<file path="config.mk">
export PLATFORM = sky130hd
export DESIGN_NAME = x7seg_monitor
export DESIGN_NICKNAME = d
export VERILOG_FILES = /design/src/rtl/x7seg_pkg.sv /design/src/rtl/x7seg_monitor_seg_decode.sv /design/src/rtl/x7seg_monitor.sv
export SDC_FILE = /design/constraint.sdc
export NUM_CORES = 1
export LEC_CHECK = 0
export BUFFER_PORTS_ARGS = -buffer_cell sky130_fd_sc_hd__buf_2
export CAP_MARGIN = 20
export CORE_MARGIN = 2
export CORE_UTILIZATION = 35
export CTS_CLUSTER_SIZE = 10
export DETAILED_ROUTE_END_ITERATION = 12
export SLEW_MARGIN = 20
export SYNTH_ARGS = -nofsm -noshare
export SYNTH_HDL_FRONTEND = slang
export SYNTH_SLANG_ARGS = --single-unit
</file>
<file path="constraint.sdc">
create_clock -name clk -period 5.2 [get_ports clk]
set_input_delay 0.78 -clock clk [delete_from_list [all_inputs] [get_ports clk]]
set_output_delay 0.78 -clock clk [all_outputs]
set_load 0.005 [all_outputs]
</file>
<file path="src/rtl/x7seg_pkg.sv">
// Shared constants for the x7seg display driver and monitor.
// Segment patterns are active-low, bit 6 = a ... bit 0 = g.
package x7seg_pkg;

    localparam int NUM_DIGITS = 4;

    localparam logic [6:0] SEG_0 = 7'b0000001;
    localparam logic [6:0] SEG_1 = 7'b1001111;
    localparam logic [6:0] SEG_2 = 7'b0010010;
    localparam logic [6:0] SEG_3 = 7'b0000110;
    localparam logic [6:0] SEG_4 = 7'b1001100;
    localparam logic [6:0] SEG_5 = 7'b0100100;
    localparam logic [6:0] SEG_6 = 7'b0100000;
    localparam logic [6:0] SEG_7 = 7'b0001111;
    localparam logic [6:0] SEG_8 = 7'b0000000;
    localparam logic [6:0] SEG_9 = 7'b0000100;
    localparam logic [6:0] SEG_A = 7'b0001000;
    localparam logic [6:0] SEG_B = 7'b1100000;
    localparam logic [6:0] SEG_C = 7'b0110001;
    localparam logic [6:0] SEG_D = 7'b1000010;
    localparam logic [6:0] SEG_E = 7'b0110000;
    localparam logic [6:0] SEG_F = 7'b0111000;

endpackage

</file>
<file path="src/rtl/x7seg_monitor_seg_decode.sv">
// Combinational segment-pattern to hex-nibble decoder.
// Any pattern outside the sixteen legal encodings reports legal = 0.
module seg_decode
    import x7seg_pkg::*;
(
    input  logic [6:0] a_to_g,
    output logic [3:0] nib,
    output logic       legal
);

    // Reverse lookup of the shared pattern table.
    always_comb begin
        nib   = 4'h0;
        legal = 1'b1;
        case (a_to_g)
            SEG_0:   nib = 4'h0;
            SEG_1:   nib = 4'h1;
            SEG_2:   nib = 4'h2;
            SEG_3:   nib = 4'h3;
            SEG_4:   nib = 4'h4;
            SEG_5:   nib = 4'h5;
            SEG_6:   nib = 4'h6;
            SEG_7:   nib = 4'h7;
            SEG_8:   nib = 4'h8;
            SEG_9:   nib = 4'h9;
            SEG_A:   nib = 4'hA;
            SEG_B:   nib = 4'hB;
            SEG_C:   nib = 4'hC;
            SEG_D:   nib = 4'hD;
            SEG_E:   nib = 4'hE;
            SEG_F:   nib = 4'hF;
            default: legal = 1'b0;
        endcase
    end

endmodule

</file>
<file path="src/rtl/x7seg_monitor.sv">
// Seven-segment receive monitor: samples the multiplexed display lines,
// accepts a digit once it has been stable for STABLE_CYCLES edges, and
// publishes the 16-bit value when all four digit positions have been seen.
module x7seg_monitor
    import x7seg_pkg::*;
#(
    parameter int STABLE_CYCLES = 4
) (
    input  logic        clk,
    input  logic        clr,
    input  logic [6:0]  a_to_g,
    input  logic [3:0]  an,
    output logic [15:0] value,
    output logic        frame_valid,
    output logic [3:0]  seen,
    output logic        err,
    output logic        err_sticky
);

    localparam logic [7:0] STABLE = 8'(STABLE_CYCLES);

    logic [10:0] smp;
    logic [7:0]  cnt;
    logic [15:0] digit_buf;

    logic [10:0] sample;
    logic        same;
    logic        accept;
    logic [3:0]  dec_nib;
    logic        dec_legal;
    logic        blank;
    logic        single;
    logic [1:0]  idx;
    logic        wr_en;
    logic        bad;
    logic [15:0] buf_nx;
    logic [3:0]  seen_nx;

    assign sample = {an, a_to_g};
    assign same   = (sample == smp);
    // The accept fires exactly once, on the edge the counter reaches STABLE.
    assign accept = same && (cnt == STABLE - 8'd1);

    // Classification uses the registered sample, which equals the input on an accept edge.
    seg_decode u_seg_decode (
        .a_to_g (smp[6:0]),
        .nib    (dec_nib),
        .legal  (dec_legal)
    );

    // Map the digit enables to a position; multiple enables are neither blank nor single.
    always_comb begin
        blank  = 1'b0;
        single = 1'b1;
        idx    = 2'd0;
        case (smp[10:7])
            4'b1111: begin
                blank  = 1'b1;
                single = 1'b0;
            end
            4'b1110: idx = 2'd0;
            4'b1101: idx = 2'd1;
            4'b1011: idx = 2'd2;
            4'b0111: idx = 2'd3;
            default: single = 1'b0;
        endcase
    end

    // Next buffer and seen mask, including the nibble written on this edge.
    always_comb begin
        wr_en   = accept && single && dec_legal;
        bad     = accept && !blank && !(single && dec_legal);
        buf_nx  = digit_buf;
        seen_nx = seen;
        if (wr_en) begin
            buf_nx[{idx, 2'b00} +: 4] = dec_nib;
            seen_nx = seen | (4'b0001 << idx);
        end
    end

    // Sampler and saturating stability counter.
    always_ff @(posedge clk or posedge clr) begin
        if (clr) begin
            smp <= '0;
            cnt <= '0;
        end else begin
            smp <= sample;
            if (!same)
                cnt <= 8'd1;
            else if (cnt != STABLE)
                cnt <= cnt + 8'd1;
        end
    end

    // Digit buffer, frame completion and error reporting.
    always_ff @(posedge clk or posedge clr) begin
        if (clr) begin
            digit_buf   <= '0;
            value       <= '0;
            seen        <= '0;
            frame_valid <= 1'b0;
            err         <= 1'b0;
            err_sticky  <= 1'b0;
        end else begin
            digit_buf   <= buf_nx;
            frame_valid <= 1'b0;
            err         <= bad;
            err_sticky  <= err_sticky | bad;
            if (wr_en && (seen_nx == 4'hF)) begin
                value       <= buf_nx;
                frame_valid <= 1'b1;
                seen        <= '0;
            end else begin
                seen <= seen_nx;
            end
        end
    end

endmodule

</file>
==> impl_metrics.env <==
export IMPL_route_detailed_wl_per_inst_um=14.33
export IMPL_cp_arrival_ns=3.11
export IMPL_finalHoldViolCount=0
export IMPL_overflow=0
export IMPL_wire_length_of_the_first_global_routing_pass_mm=11.20
export IMPL_synth_top_family_by_area="simple AND/OR/NAND/NOR gates"
export IMPL_fin_skew_ns=0.01237
export IMPL_cap_viol_max_count=0
export IMPL_run_status="finished, final reports clean"
export IMPL_initial_core_util_pct=36.59
export IMPL_synth_enable_flop_cells=0
export IMPL_layout_nets=363
export IMPL_placeableCoreArea_mm2=0.008299
export IMPL_async_reset_ff_share_pct=100.0
export IMPL_floorplan_die_width_um=97.15
export IMPL_yosys_warnings=0
export IMPL_clock_insertion_delay_worst_skew_ns=0.34
export IMPL_detail_route_wirelength_mm=6.476
export IMPL_synthMostInstantiatedCell="sky130_fd_sc_hd__dfrtp_1"
export IMPL_hold_ws_ns=0.4672
export IMPL_hpwl_mm=4.463
export IMPL_antenna_cells=0
export IMPL_synth_top_cells_by_count="sky130_fd_sc_hd__dfrtp_1, sky130_fd_sc_hd__nand2_1, sky130_fd_sc_hd__o21ai_0"
export IMPL_post_route_period_util_pct=55.45
export IMPL_synth_area_mm2=0.003037
export IMPL_hold_path_class="reg -> reg"
export IMPL_via_per_inst=5.199
export IMPL_critPathRequiredTime_ns=5.43
export IMPL_tritoncts_buffer_count=9
export IMPL_fmaxAchievable_ghz=0.3468
export IMPL_synth_nets=335
export IMPL_num_fill_cells=810
export IMPL_ys_seq_area_share_pct=47.80
export IMPL_setup_repair_after_global_routing_missed_its_margin="false"
export IMPL_intPower_uw=735.9
export IMPL_synth_xor_xnor_area_share_pct=6.057
export IMPL_power_switching_share_pct=23.62
export IMPL_gr_usage_all_layers_pct=14.95
export IMPL_power_static_leakage_nw=1.605
export IMPL_yosys_cell_types_count=51
export IMPL_share_of_final_layout_standard_cells_stronger_than_drive_strength_1_pct=19.60
export IMPL_tightestPinTransition_ns=1.041
export IMPL_post_synth_and_or_nand_nor_area_fraction_pct=19.57
export IMPL_die_height_um=97.15
export IMPL_synth_compound_gate_area_share_pct=14.05
export IMPL_post_synth_top_area_fraction_pct=47.80
export IMPL_maxSlewViolCount=0
export IMPL_critical_path_startpoint_type="register"
export IMPL_finalWorstPathRequiredPeriod_ns=2.883
export IMPL_peakVddDrop_v=0.0001281
export IMPL_powerDensity_mw_per_mm2=278.4
export IMPL_switchingPower_uw=227.6
export IMPL_synth_largest_area_cell="sky130_fd_sc_hd__dfrtp_1"
export IMPL_tns_ns=0
export IMPL_drtAntennaViolNets=0
export IMPL_post_cts_resized_instances=0
export IMPL_worstPathMaxFanout=15
export IMPL_synth_top_flop_cell="sky130_fd_sc_hd__dfrtp_1"
export IMPL_h_tree_depth=3
export IMPL_final_setup_viol_count=0
export IMPL_number_of_global_route_vias_before_repair=2235
export IMPL_timing_setup_critical_path_class="reg -> reg"
export IMPL_grt_max_degree=59
export IMPL_dr_total_vias=2350
export IMPL_gp_routability_congestion=0.8334
export IMPL_tritoncts="built"
export IMPL_post_synth_cell_area_avg_um2=9.671
export IMPL_numClockSinks=58
export IMPL_cts_path_max_buffers=2
export IMPL_postSynthRegisterBits=58
export IMPL_worst_setup_hold_path_clk_slew_ns=0.07
export IMPL_firstDrtPassIters=4
export IMPL_clock_power_share_pct=45.5
export IMPL_power_frac_comb_pct=5.8
export IMPL_design_portCount=36
export IMPL_synthMuxAreaShare_pct=3.337
export IMPL_cts_hold_fix_buffers=0
export IMPL_p_seq_share_pct=48.7
export IMPL_count_of_unresolved_drc_violations_after_routing=0
export IMPL_floorplan_die_area_mm2=0.009437
export IMPL_port_buffer_count=35
export IMPL_ys_top_cells_by_area="sky130_fd_sc_hd__dfrtp_1, sky130_fd_sc_hd__xor2_1, sky130_fd_sc_hd__o21ai_0"
export IMPL_synth_adder_area_share_pct=3.296
export IMPL_placementRows=33
export IMPL_first_iter_violations=76
export IMPL_cts_root_buffer_cell="sky130_fd_sc_hd__clkbuf_8"
export IMPL_slew_limit_headroom_pct=30.62
export IMPL_cp_end_kind="register"
export IMPL_postCtsSetupBuffers=0
export IMPL_syn_inst=314
export IMPL_area_growth_pct=13.97
export IMPL_antenna_found_initial=0
-- final timing paths --
check,startpoint,endpoint,slack (ns),depth (start not counted)
setup / recovery,smp[8]$_DFF_PP0_,value[7]$_DFFE_PP0P_,2.32,9
hold / removal,err_sticky$_DFF_PP0_,err_sticky$_DFF_PP0_,0.47,1
setup reg to reg,smp[8]$_DFF_PP0_,value[7]$_DFFE_PP0P_,2.32,9
hold reg to reg,err_sticky$_DFF_PP0_,err_sticky$_DFF_PP0_,0.47,1
max in group asynchronous,clr,value[8]$_DFFE_PP0P_,4.09,3
min in group asynchronous,clr,smp[2]$_DFF_PP0_,0.64,3
-- power groups by stage --
stage / combinational (mW) / clock (mW) / sequential [mW]
finish: 0.0556 / 0.438 / 0.469
global route: 0.0637 / 0.474 / 0.471
CTS: 0.0566 / 0.453 / 0.469
detailed placement: 0.0564 / 0 / 0.478
global placement: 0.0559 / 0 / 0.477
floorplan: 0.0514 / 0 / 0.467
-- state kept, by name (all words and copies together), names as in the netlist --
signal / count
err_sticky: 1
digit_buf: 16
value: 16
frame_valid: 1
cnt: 8
seen: 4
smp: 11
err: 1
-- layer usage --
layer,track usage [%],routed length (µm)
met5,0,0
met4,7.151,134
met3,3.885,281
met2,21.74,2837
met1,20.71,3222
-- worst max-delay path, stage by stage (launching register included) --
cell and delay (ns):
sky130_fd_sc_hd__dfrtp_1 0.50, sky130_fd_sc_hd__xor2_1 0.18, sky130_fd_sc_hd__nand3_1 0.21, sky130_fd_sc_hd__inv_1 0.16, sky130_fd_sc_hd__ha_1 0.33, sky130_fd_sc_hd__o22ai_1 0.11
sky130_fd_sc_hd__nor2_1 0.18, sky130_fd_sc_hd__o2111ai_2 0.34, sky130_fd_sc_hd__inv_2 0.38, sky130_fd_sc_hd__mux2_2 0.37
-- stage by stage --
stage	instance area, µm²	worst slack [ns]	total power, mW	std cells	util [%]
floorplan	3037	2.705	0.5181	314	-
global placement	3247	2.146	0.5331	436	39.12
detailed placement	3247	2.085	0.5339	436	39.12
CTS	3461	2.336	0.9784	452	41.70
global route	3461	1.986	1.009	452	41.70
finish	3461	2.317	0.9635	452	41.70
-- cell families (layout without fill, tap and decap cells) --
| kind of cell | count (synthesis) | in the layout |
|---|---|---|
| multiplexers | 9 | 9 |
| adder cells (fa/ha/maj) | 8 | 8 |
| buffers and inverters | 39 | 72 |
| flip-flops | 58 | 58 |
| XOR/XNOR | 21 | 21 |
| AND/OR/NAND/NOR | 112 | 112 |
| AO/OA/AOI/OAI | 67 | 67 |
-- layout by cell type (no fill, tap or decap), drive strengths merged, types with 5 or more instances in the layout --
cell type	count
dfrtp	58
o21ai	27
nand3	12
buf	36
inv	20
clkbuf	12
xor2	18
ha	8
o2111ai	5
nand2	32
nor2	20
nor2b	8
nor3	5
mux2	9
nand4	5
o22ai	9
a21oi	9
nor4	5
-- final cells by class --
cell class                 instances  area (µm²)  area share, %
clock inverter                     4       48.80          1.410
timing repair buffer              36       182.7          5.278
inverter                          20       75.07          2.169
tap                              105       131.4          3.796
multi-input combinational        217        1406          40.64
clock buffer                      12       165.2          4.772
sequential                        58        1451          41.94
Power figures use the tool's default switching activity.
